<file path="config.mk">
export PLATFORM = sky130hd
export DESIGN_NAME = fifo_write_arbiter_flat
export DESIGN_NICKNAME = d
export VERILOG_FILES = /design/src/rtl/fifo_arb_pkg.sv /design/src/rtl/fifo_write_arbiter_if.sv /design/src/rtl/rr_picker.sv /design/src/rtl/fifo_write_arbiter.sv /design/src/flat_wrapper.sv
export SDC_FILE = /design/constraint.sdc
export NUM_CORES = 1
export LEC_CHECK = 0
export ABC_AREA = 1
export BUFFER_PORTS_ARGS = -buffer_cell sky130_fd_sc_hd__buf_2
export CAP_MARGIN = 0
export CORE_MARGIN = 2
export CORE_UTILIZATION = 51
export CTS_CLUSTER_DIAMETER = 150
export DETAILED_ROUTE_END_ITERATION = 8
export PLACE_DENSITY = 0.77
export SLEW_MARGIN = 40
export SYNTH_ARGS = -nofsm -noshare
export SYNTH_HDL_FRONTEND = slang
export SYNTH_HIERARCHICAL = 1
export SYNTH_SLANG_ARGS = --single-unit
</file>
<file path="constraint.sdc">
create_clock -name clk -period 3.1 [get_ports clk]
set_clock_uncertainty 0.2 [all_clocks]
set_input_delay 0.155 -clock clk [delete_from_list [all_inputs] [get_ports clk]]
set_output_delay 0.155 -clock clk [all_outputs]
set_load 0.005 [all_outputs]
</file>
<file path="src/rtl/fifo_arb_pkg.sv">
// Shared types and default sizes for the FIFO write-port arbiter.
package fifo_arb_pkg;

    typedef enum logic {
        IDLE = 1'b0,
        BUSY = 1'b1
    } arb_state_e;

    localparam int unsigned DEF_DATA_WIDTH = 8;
    localparam int unsigned DEF_NUM_REQ    = 4;
    localparam int unsigned DEF_MAX_BURST  = 8;
    localparam int unsigned DEF_CNT_WIDTH  = 16;

endpackage

</file>
<file path="src/rtl/fifo_write_arbiter_if.sv">
// Producer-side handshake and FIFO write-side signals of the write-port arbiter.
interface fifo_write_arbiter_if
    import fifo_arb_pkg::*;
#(
    parameter int unsigned DATA_WIDTH = DEF_DATA_WIDTH,
    parameter int unsigned NUM_REQ    = DEF_NUM_REQ,
    parameter int unsigned CNT_WIDTH  = DEF_CNT_WIDTH
);

    logic [NUM_REQ-1:0]                 req_valid;
    logic [NUM_REQ-1:0][DATA_WIDTH-1:0] req_data;
    logic [NUM_REQ-1:0]                 req_last;
    logic [NUM_REQ-1:0]                 req_ready;
    logic                               wfull;
    logic                               winc;
    logic [DATA_WIDTH-1:0]              wdata;
    logic [NUM_REQ-1:0]                 grant;
    logic                               busy;
    logic [CNT_WIDTH-1:0]               stall_cnt;

    // Arbiter view.
    modport slave (
        input  req_valid, req_data, req_last, wfull,
        output req_ready, winc, wdata, grant, busy, stall_cnt
    );

    // Producers plus FIFO view.
    modport master (
        output req_valid, req_data, req_last, wfull,
        input  req_ready, winc, wdata, grant, busy, stall_cnt
    );

endinterface

</file>
<file path="src/rtl/rr_picker.sv">
// Combinational round-robin picker: first asserted request at or after rr_ptr, wrapping.
module rr_picker #(
    parameter int unsigned NUM_REQ = 4
) (
    input  logic [NUM_REQ-1:0]         req_i,
    input  logic [$clog2(NUM_REQ)-1:0] rr_ptr_i,
    output logic [NUM_REQ-1:0]         pick_c_o,
    output logic                       any_req_c_o
);

    localparam int unsigned PTR_W = $clog2(NUM_REQ);

    int unsigned idx;

    always_comb begin
        pick_c_o    = '0;
        any_req_c_o = 1'b0;
        idx         = 0;
        for (int unsigned off = 0; off < NUM_REQ; off++) begin
            idx = 32'(rr_ptr_i) + off;
            if (idx >= NUM_REQ) begin
                idx = idx - NUM_REQ;
            end
            if (!any_req_c_o && req_i[PTR_W'(idx)]) begin
                pick_c_o[PTR_W'(idx)] = 1'b1;
                any_req_c_o           = 1'b1;
            end
        end
    end

endmodule

</file>
<file path="src/rtl/fifo_write_arbiter.sv">
// Round-robin, burst-bounded sharing of the async FIFO write port among NUM_REQ producers.
module fifo_write_arbiter
    import fifo_arb_pkg::*;
#(
    parameter int unsigned DATA_WIDTH = DEF_DATA_WIDTH,
    parameter int unsigned NUM_REQ    = DEF_NUM_REQ,
    parameter int unsigned MAX_BURST  = DEF_MAX_BURST,
    parameter int unsigned CNT_WIDTH  = DEF_CNT_WIDTH
) (
    input logic                 clk,
    input logic                 rst_n,
    fifo_write_arbiter_if.slave arb_if
);

    localparam int unsigned PTR_W = $clog2(NUM_REQ);
    localparam int unsigned BCW   = $clog2(MAX_BURST + 1);

    arb_state_e           state_q, state_d;
    logic [NUM_REQ-1:0]   grant_q, grant_d;
    logic [PTR_W-1:0]     rr_ptr_q, rr_ptr_d;
    logic [BCW-1:0]       beat_cnt_q, beat_cnt_d;
    logic [CNT_WIDTH-1:0] stall_cnt_q, stall_cnt_d;

    logic [NUM_REQ-1:0]    pick_c;
    logic                  any_req_c;
    logic                  own_valid_c;
    logic                  own_last_c;
    logic [DATA_WIDTH-1:0] own_data_c;
    logic [PTR_W-1:0]      own_idx_c;
    logic [PTR_W-1:0]      next_ptr_c;
    logic                  accept_c;
    logic                  stall_c;

    rr_picker #(
        .NUM_REQ (NUM_REQ)
    ) u_rr_picker (
        .req_i       (arb_if.req_valid),
        .rr_ptr_i    (rr_ptr_q),
        .pick_c_o    (pick_c),
        .any_req_c_o (any_req_c)
    );

    // Owner-side signals selected by the one-hot grant (all zero while idle).
    always_comb begin
        own_valid_c = 1'b0;
        own_last_c  = 1'b0;
        own_data_c  = '0;
        own_idx_c   = '0;
        for (int unsigned i = 0; i < NUM_REQ; i++) begin
            if (grant_q[i]) begin
                own_valid_c = arb_if.req_valid[i];
                own_last_c  = arb_if.req_last[i];
                own_data_c  = arb_if.req_data[i];
                own_idx_c   = PTR_W'(i);
            end
        end
    end

    assign next_ptr_c = (own_idx_c == PTR_W'(NUM_REQ - 1)) ? '0 : own_idx_c + PTR_W'(1);
    assign accept_c   = (state_q == BUSY) & own_valid_c & ~arb_if.wfull;
    assign stall_c    = (state_q == BUSY) & own_valid_c &  arb_if.wfull;

    always_ff @(posedge clk or negedge rst_n) begin
        if (!rst_n) begin
            state_q     <= IDLE;
            grant_q     <= '0;
            rr_ptr_q    <= '0;
            beat_cnt_q  <= '0;
            stall_cnt_q <= '0;
        end else begin
            state_q     <= state_d;
            grant_q     <= grant_d;
            rr_ptr_q    <= rr_ptr_d;
            beat_cnt_q  <= beat_cnt_d;
            stall_cnt_q <= stall_cnt_d;
        end
    end

    // Next state: arbitrate in IDLE, count beats and release in BUSY.
    always_comb begin
        state_d     = state_q;
        grant_d     = grant_q;
        rr_ptr_d    = rr_ptr_q;
        beat_cnt_d  = beat_cnt_q;
        stall_cnt_d = stall_cnt_q;

        if (stall_c && (stall_cnt_q != '1)) begin
            stall_cnt_d = stall_cnt_q + CNT_WIDTH'(1);
        end

        case (state_q)
            IDLE: begin
                if (any_req_c) begin
                    grant_d    = pick_c;
                    beat_cnt_d = '0;
                    state_d    = BUSY;
                end
            end
            BUSY: begin
                if (!own_valid_c) begin
                    state_d  = IDLE;
                    grant_d  = '0;
                    rr_ptr_d = next_ptr_c;
                end else if (accept_c) begin
                    beat_cnt_d = beat_cnt_q + BCW'(1);
                    if (own_last_c || (beat_cnt_q == BCW'(MAX_BURST - 1))) begin
                        state_d  = IDLE;
                        grant_d  = '0;
                        rr_ptr_d = next_ptr_c;
                    end
                end
            end
            default: begin
                state_d = IDLE;
                grant_d = '0;
            end
        endcase
    end

    assign arb_if.winc      = accept_c;
    assign arb_if.wdata     = own_data_c;
    assign arb_if.req_ready = grant_q & {NUM_REQ{~arb_if.wfull}};
    assign arb_if.grant     = grant_q;
    assign arb_if.busy      = (state_q == BUSY);
    assign arb_if.stall_cnt = stall_cnt_q;

endmodule

</file>
<file path="src/flat_wrapper.sv">
// flat-port wrapper written by rule: the top's interface ports become plain ports
module fifo_write_arbiter_flat import fifo_arb_pkg::*;
#(
    parameter int unsigned DATA_WIDTH = DEF_DATA_WIDTH,
    parameter int unsigned NUM_REQ    = DEF_NUM_REQ,
    parameter int unsigned MAX_BURST  = DEF_MAX_BURST,
    parameter int unsigned CNT_WIDTH  = DEF_CNT_WIDTH
)
  (clk, rst_n, arb_if_req_valid, arb_if_req_data, arb_if_req_last, arb_if_wfull, arb_if_req_ready, arb_if_winc, arb_if_wdata, arb_if_grant, arb_if_busy, arb_if_stall_cnt);
  fifo_write_arbiter_if #(.DATA_WIDTH(DATA_WIDTH), .NUM_REQ(NUM_REQ), .CNT_WIDTH(CNT_WIDTH)) arb_if_i ();
  input logic clk;
  input logic rst_n;
  input wire logic [$bits(arb_if_i.req_valid)-1:0] arb_if_req_valid;
  input wire logic [$bits(arb_if_i.req_data)-1:0] arb_if_req_data;
  input wire logic [$bits(arb_if_i.req_last)-1:0] arb_if_req_last;
  input wire logic [$bits(arb_if_i.wfull)-1:0] arb_if_wfull;
  output wire logic [$bits(arb_if_i.req_ready)-1:0] arb_if_req_ready;
  output wire logic [$bits(arb_if_i.winc)-1:0] arb_if_winc;
  output wire logic [$bits(arb_if_i.wdata)-1:0] arb_if_wdata;
  output wire logic [$bits(arb_if_i.grant)-1:0] arb_if_grant;
  output wire logic [$bits(arb_if_i.busy)-1:0] arb_if_busy;
  output wire logic [$bits(arb_if_i.stall_cnt)-1:0] arb_if_stall_cnt;
  assign arb_if_i.req_valid = arb_if_req_valid;
  assign arb_if_i.req_data = arb_if_req_data;
  assign arb_if_i.req_last = arb_if_req_last;
  assign arb_if_i.wfull = arb_if_wfull;
  assign arb_if_req_ready = arb_if_i.req_ready;
  assign arb_if_winc = arb_if_i.winc;
  assign arb_if_wdata = arb_if_i.wdata;
  assign arb_if_grant = arb_if_i.grant;
  assign arb_if_busy = arb_if_i.busy;
  assign arb_if_stall_cnt = arb_if_i.stall_cnt;
  fifo_write_arbiter #(.DATA_WIDTH(DATA_WIDTH), .NUM_REQ(NUM_REQ), .MAX_BURST(MAX_BURST), .CNT_WIDTH(CNT_WIDTH)) u_core (.clk(clk), .rst_n(rst_n), .arb_if(arb_if_i));
endmodule
</file>
==> results of run 1 <==
==> layer usage <==
metal,share of wire (%),GRT usage [%]
met1,44,30.6
met2,51,41.7
met3,3.0,3.03
met4,1.6,8.97
met5,0,0
==> power breakdown <==
group	switching (mW)	internal, mW	leakage (nW)
clock	0.113	0.0922	0.0228
sequential	0.105	0.412	0.366
combinational	0.722	0.437	1.16
==> through the flow <==
| step | cells | util [%] | cell area (sq um) | hold WS (ns) |
|---|---|---|---|---|
| floorplan | 343 | - | 2250 | -0.341 |
| CTS | 471 | 63.6 | 2730 | 0.0830 |
| finish | 471 | 63.6 | 2730 | 0.0830 |
| global placement | 466 | 62.3 | 2680 | -0.00807 |
| global route | 471 | 63.6 | 2730 | 0.127 |
| detailed placement | 466 | 62.3 | 2680 | -0.00135 |
==> cell usage in the layout, fill, tap and decap left out, types with 2 or more instances in the layout <==
cell	count
nand2_1	129
buf_2	76
nand3_1	43
nor2_1	40
inv_1	27
dfrtp_1	27
a21oi_1	10
xor2_1	10
ha_1	8
a221oi_1	5
xnor2_1	5
nand2_2	4
nor3_1	4
clkbuf_8	3
inv_2	3
a31o_2	3
nor2_4	3
nand4_1	2
nand3_4	2
nand2_4	2
==> repair_timing <==
item | 4_1_cts | 5_1_grt
hold endpoints to repair | 27 | 0
hold buffers | 1 | 0
endpoints found under the setup margin | 0 | 0
==> area by class of cell <==
type                       instances  share of cell area, %
multi-input combinational        279                   52.4
tap                               52                   2.38
sequential                        27                   24.7
timing repair buffer              78                   14.6
clock buffer                       4                   1.65
inverter                          31                   4.26
==> kinds of logic after synthesis <==
| logic type | Yosys count | synth area share [%] |
|---|---|---|
| AND/OR/NAND/NOR | 234 | 46.6 |
| buffers and inverters | 37 | 6.45 |
| flip-flops | 27 | 30.0 |
| AO/OA/AOI/OAI | 22 | 6.67 |
| XOR/XNOR | 15 | 5.84 |
| adder cells (fa/ha/maj) | 8 | 4.45 |
==> sequential cells by signal, summed over array words and instances (netlist names) <==
| name | count |
|---|---|
| u_core/arb_if.stall_cnt | 16 |
| u_core/beat_cnt_q | 4 |
| u_core/arb_if.grant | 4 |
| u_core/rr_ptr_q | 2 |
| u_core/arb_if.busy | 1 |
==> critical path, cell delays in order, from the launching register on <==
cell and delay (ns):
dfrtp_1 0.59, inv_2 0.15, ha_1 0.35, inv_1 0.08, nand3_1 0.08, o21a_1 0.20
inv_1 0.07, nand2_1 0.06, inv_1 0.04, nor2_1 0.21, inv_1 0.16, nand3_1 0.10
o21ai_0 0.09
==> worst max-delay path by stage <==
stage,start,endpoint
global placement,u_core/rr_ptr_q[0],u_core/beat_cnt_q[3]
global route,u_core/rr_ptr_q[0],u_core/beat_cnt_q[0]
floorplan,u_core/rr_ptr_q[0],u_core/beat_cnt_q[2]
CTS,u_core/rr_ptr_q[0],u_core/beat_cnt_q[0]
detailed placement,u_core/rr_ptr_q[0],u_core/beat_cnt_q[0]
finish,u_core/rr_ptr_q[0],u_core/beat_cnt_q[0]
==> qor.txt, run 1 <==
status: finished clean
worst-margin pin slew: 0.708 ns
DR vias: 2,383
Period minus WS final: 2.53 ns
pre-CTS WS: 0.608 ns
cells on worst reg2reg path: 12
nets: 471
fillcell total: 412
drt pass-1 iters: 5
largest net degree at the start of global routing: 28
Pwr Total: 1.88 mW
Reg clk slew, reported paths: 0.10 ns
CP required: 3.05 ns
ant diodes: 0
Setup crit start kind: flip-flop
fraction of registers with async set/reset: 100%
post-synthesis cell count: 343
maximum vdd ir drop: 0.000569 V
syn_nets: 394
# IOs: 77
Yosys reg bits: 27
Routed WL: 5.89 mm
Tot GR Track Use: 24.2%
I/O Buffers: 76
GR Overflow Total: 0
flop-to-flop setup slack: 0.57 ns
Synthesis Warnings: 6
Initial DRC Count: 162
cell with the most instances after synthesis: nand2_1
area occupied by multi-input gates: 1430 sq um
# setup viols final: 0
Tightest Hold Check Type: input port to flip-flop
Avg Inst Size Synth: 6.56 sq um
Worst-Skew Late Latency: 0.27 ns
initial core utilization: 52.4%
Synth top cells by count: 129 x nand2_1, 43 x nand3_1, 40 x nor2_1
crit path DAT: 2.48 ns
TritonCTS clock tree: yes
main flop type after synthesis: dfrtp_1
Rows: 24
synth unique cells: 31
sequential fraction of the synthesis area: 30.0%
# Post-CTS Setup Buffers: 0
clock tree buffer depth: 2
number of global-route vias before repair: 2,189
setup TNS: 0 ns
critical path capture point type: flip-flop
clk sink count: 27
PostCTS Resize Cnt: 0
EDFF count, synth: 0
Pwr Density: 689 nW/um^2
CTS Buf Count: 3
Post-Synthesis Cell Area: 2250 sq um
hold_sp: arb_if_req_last[3]
Die W: 70.4 um
hold-critical path endpoint: u_core/arb_if.busy
Post-DRT Antenna Nets: 0
DR vias/cell: 5.06
DRC viols: 0
max-slew violations: 0
DIE AREA: 4960 sq um
Final Cycle Share: 81.5%
antenna violations before repair: 0
first-pass GRT wire length: 9.79 mm
Fin. Hold Viols: 0
maximum fanout along the worst path: 12
unrepaired setup endpoints after global routing: no
reg2reg end: u_core/beat_cnt_q[0]
register area: 676 sq um
Synth top area share: 30.0%
Worst R2R Start: u_core/rr_ptr_q[0]
Max Fclk: 396 MHz
Synth area leader: dfrtp_1
layout cells sized above 1: 24.3%
Core ar.: 4290 sq um
PnR worst setup slack: 0.574 ns
max_slew headroom: 52.6%
WS Path Type: flip-flop to flip-flop
Leakage Power: 1.55 nW
Synth area leaders: dfrtp_1 30%, nand2_1 22%, nand3_1 9.6%
dpl hpwl: 4.46 mm
synth-to-layout area growth: 21.3%
global placer's final weighted congestion: 0.860
CTS Root Cell: clkbuf_8
max-cap violations: 0
H-tree depth: 1
Min-Delay Path Depth: 6
routed wire length per instance: 12.5 um
Die Y: 70.4 um
Note: power is estimated with default switching activity, not from simulation.
==> run 2: changes to the inputs <==
Settings changed: CORE_UTILIZATION 51 to 46, PLACE_DENSITY 0.77 to 0.73.
Clock period 3.1 ns to 2 ns, I/O delays scaled along.
==> qor.txt, run 2 (synthesis gave the netlist of run 1 again) <==
Largest stage delay, worst path: 0.50 ns (-0.09 ns)
critical path capture point type: output port
CP required: 1.70 ns (-1.35 ns)
Initial DRC Count: 109 (-33%)
fillcell total: 469 (+14%)
worst-margin pin slew: 0.601 ns (-0.107 ns)
Routed WL: 6.05 mm (+2.6%)
max-cap violations: 0 (unchanged)
layout cells sized above 1: 31.9% (+7.5 points)
Pwr Density: 1090 nW/um^2 (+59%)
CP cell instances: buf_4 > buf_4 > a221oi_1 > a21oi_1 > buf_2
ant diodes: 0 (unchanged)
Worst-Skew Late Latency: 0.28 ns (about the same)
nets: 491 (+4.2%)
Critical Path Stages: 5 (-7)
max-slew violations: 0 (unchanged)
DIE AREA: 5470 sq um (+10%)
unrepaired setup endpoints after global routing: yes
# setup viols final: 0 (unchanged)
reg2reg end: u_core/beat_cnt_q[3]
Setup crit start kind: flip-flop
most frequent cell on the critical path: buf_4
crit path DAT: 1.61 ns (-0.87 ns)
Fin. Hold Viols: 0 (unchanged)
Reg clk slew, reported paths: 0.11 ns (about the same)
critical path's top delay family: flip-flops
clk sink count: 27 (unchanged)
commonest non-fill, non-tap cells in the layout: 127 x nand2_1, 76 x buf_2, 43 x nand3_1
setup TNS: 0 ns (unchanged)
H-tree depth: 1 (unchanged)
dpl hpwl: 4.75 mm (+6.5%)
Post-DRT Antenna Nets: 0 (unchanged)
maximum vdd ir drop: 0.000667 V (+17%)
DRC viols: 0 (unchanged)
Tot GR Track Use: 22.4% (-1.8 points)
# IOs: 77 (unchanged)
WS Path Type: flip-flop to output port
maximum fanout along the worst path: 10 (-2)
PnR worst setup slack: 0.0867 ns (-0.487 ns)
Max Fclk: 523 MHz
drt pass-1 iters: 4 (-1)
Bufs and invs on worst path: 3 (-2)
hold-critical path endpoint: u_core/arb_if.busy
flop-to-flop setup slack: 0.11 ns (-0.46 ns)
Period minus WS final: 1.91 ns
routed wire length per instance: 11.9 um (-4.5%)
Tightest Hold Check Type: input port to flip-flop
TritonCTS clock tree: yes
Pwr Total: 3.23 mW (+72%)
max_slew headroom: 59.9% (+7.3 points)
CTS Root Cell: clkbuf_8
first-pass GRT wire length: 9.85 mm (+0.63%)
Final Cycle Share: 95.7%
GR Overflow Total: 0 (unchanged)
synth-to-layout area growth: 31.4%
initial core utilization: 47.7% (-4.8 points)
status: finished clean
Die W: 74.0 um (+5.0%)
DR vias/cell: 4.82 (-4.7%)
clock tree buffer depth: 2 (unchanged)
Die Y: 74.0 um (+5.0%)
largest net degree at the start of global routing: 28 (unchanged)
Core ar.: 4720 sq um (+10%)
Largest register FFs: 16 (unchanged)
I/O Buffers: 76 (unchanged)
Min-Delay Path Depth: 6 (unchanged)
Leakage Power: 1.66 nW (+6.8%)
CP max stage cell: dfrtp_2
pre-CTS WS: 0.0773 ns (-0.531 ns)
antenna violations before repair: 0 (unchanged)
Rows: 25 (+4.2%)
hold_sp: arb_if_req_last[3]
global placer's final weighted congestion: 0.911 (+5.9%)
CTS Buf Count: 3 (unchanged)
number of global-route vias before repair: 2,285 (+4.4%)
cells on worst reg2reg path: 14 (+2)
Worst R2R Start: u_core/rr_ptr_q[1]
commonest non-fill, non-tap cell in the layout: nand2_1
DR vias: 2,440 (+2.4%)
## run 2: per-layer routing
metal | vias to the layer above | track usage (%) | wire, um
met3 | 6 | 2.30 | 182
met2 | 51 | 38.8 | 3030
met1 | 1092 | 29.5 | 2760
met5 | - | 0 | 0
li1 | 1291 | - | -
met4 | 0 | 7.07 | 73
## run 2: stage by stage
stage / area [sq um] / instances / hold slack, ns / util (%)
2_1_floorplan: 2270 / 343 / -0.396 / -
3_5_place_dp: 2840 / 497 / -0.0549 / 60.1
5_1_grt: 2960 / 506 / 0.115 / 62.6
3_3_place_gp: 2840 / 497 / -0.0546 / 60.1
4_1_cts: 2900 / 502 / 0.0534 / 61.4
6_report: 2960 / 506 / 0.0738 / 62.6
## run 2: worst max path at each step
| stage | slack (ns) | to | start |
|---|---|---|---|
| final | 0.09 | arb_if_wdata[4] | u_core/arb_if.grant[2] |
| after global routing | -0.005 | arb_if_wdata[4] | u_core/arb_if.grant[2] |
| after CTS | 0.05 | arb_if_winc | u_core/arb_if.grant[2] |
| after detailed placement | 0.08 | u_core/beat_cnt_q[0] | u_core/rr_ptr_q[1] |
| after global placement | 0.14 | u_core/beat_cnt_q[0] | u_core/rr_ptr_q[0] |
| after floorplan | 0.06 | u_core/beat_cnt_q[2] | u_core/rr_ptr_q[0] |
## run 2: report_power, final
group / internal, mW / leakage (nW) / switching [mW]
clock: 0.147 / 0.0261 / 0.192
combinational: 0.893 / 1.27 / 1.24
sequential: 0.645 / 0.361 / 0.119
total: 1.68 / 1.66 / 1.55
## run 2: worst reg2reg max path, cell delays in order (launching register included)
cell and delay [ns]:
dfrtp_2 0.43, inv_2 0.08, ha_4 0.20, inv_2 0.08
nand3_1 0.09, nand2_2 0.11, nand2_4 0.06, nor2_4 0.08
nand2_1 0.06, inv_2 0.07, nor2_4 0.05, inv_2 0.10
nand2_1 0.08, nand2_1 0.06, nand2_1 0.04
## run 2: cell type report
type                       instances  area (sq um)  share of cell area, %
multi-input combinational        279          1480                   49.9
sequential                        27           681                   23.0
timing repair buffer              98           548                   18.5
inverter                          31           119                   4.02
tap                               67          83.8                   2.83
clock buffer                       3          41.3                   1.40
clock inverter                     1          8.76                  0.296
## run 2: what timing repair did
| action | in CTS | in global routing |
|---|---|---|
| hold buffers | 1 | 0 |
| setup buffers | 0 | 4 |
| pin swaps | 0 | 1 |
| resized for setup | 2 | 9 |
| setup endpoints to repair | 1 | 21 |
| cloned | 0 | 0 |
| endpoints found under the hold margin | 27 | 0 |
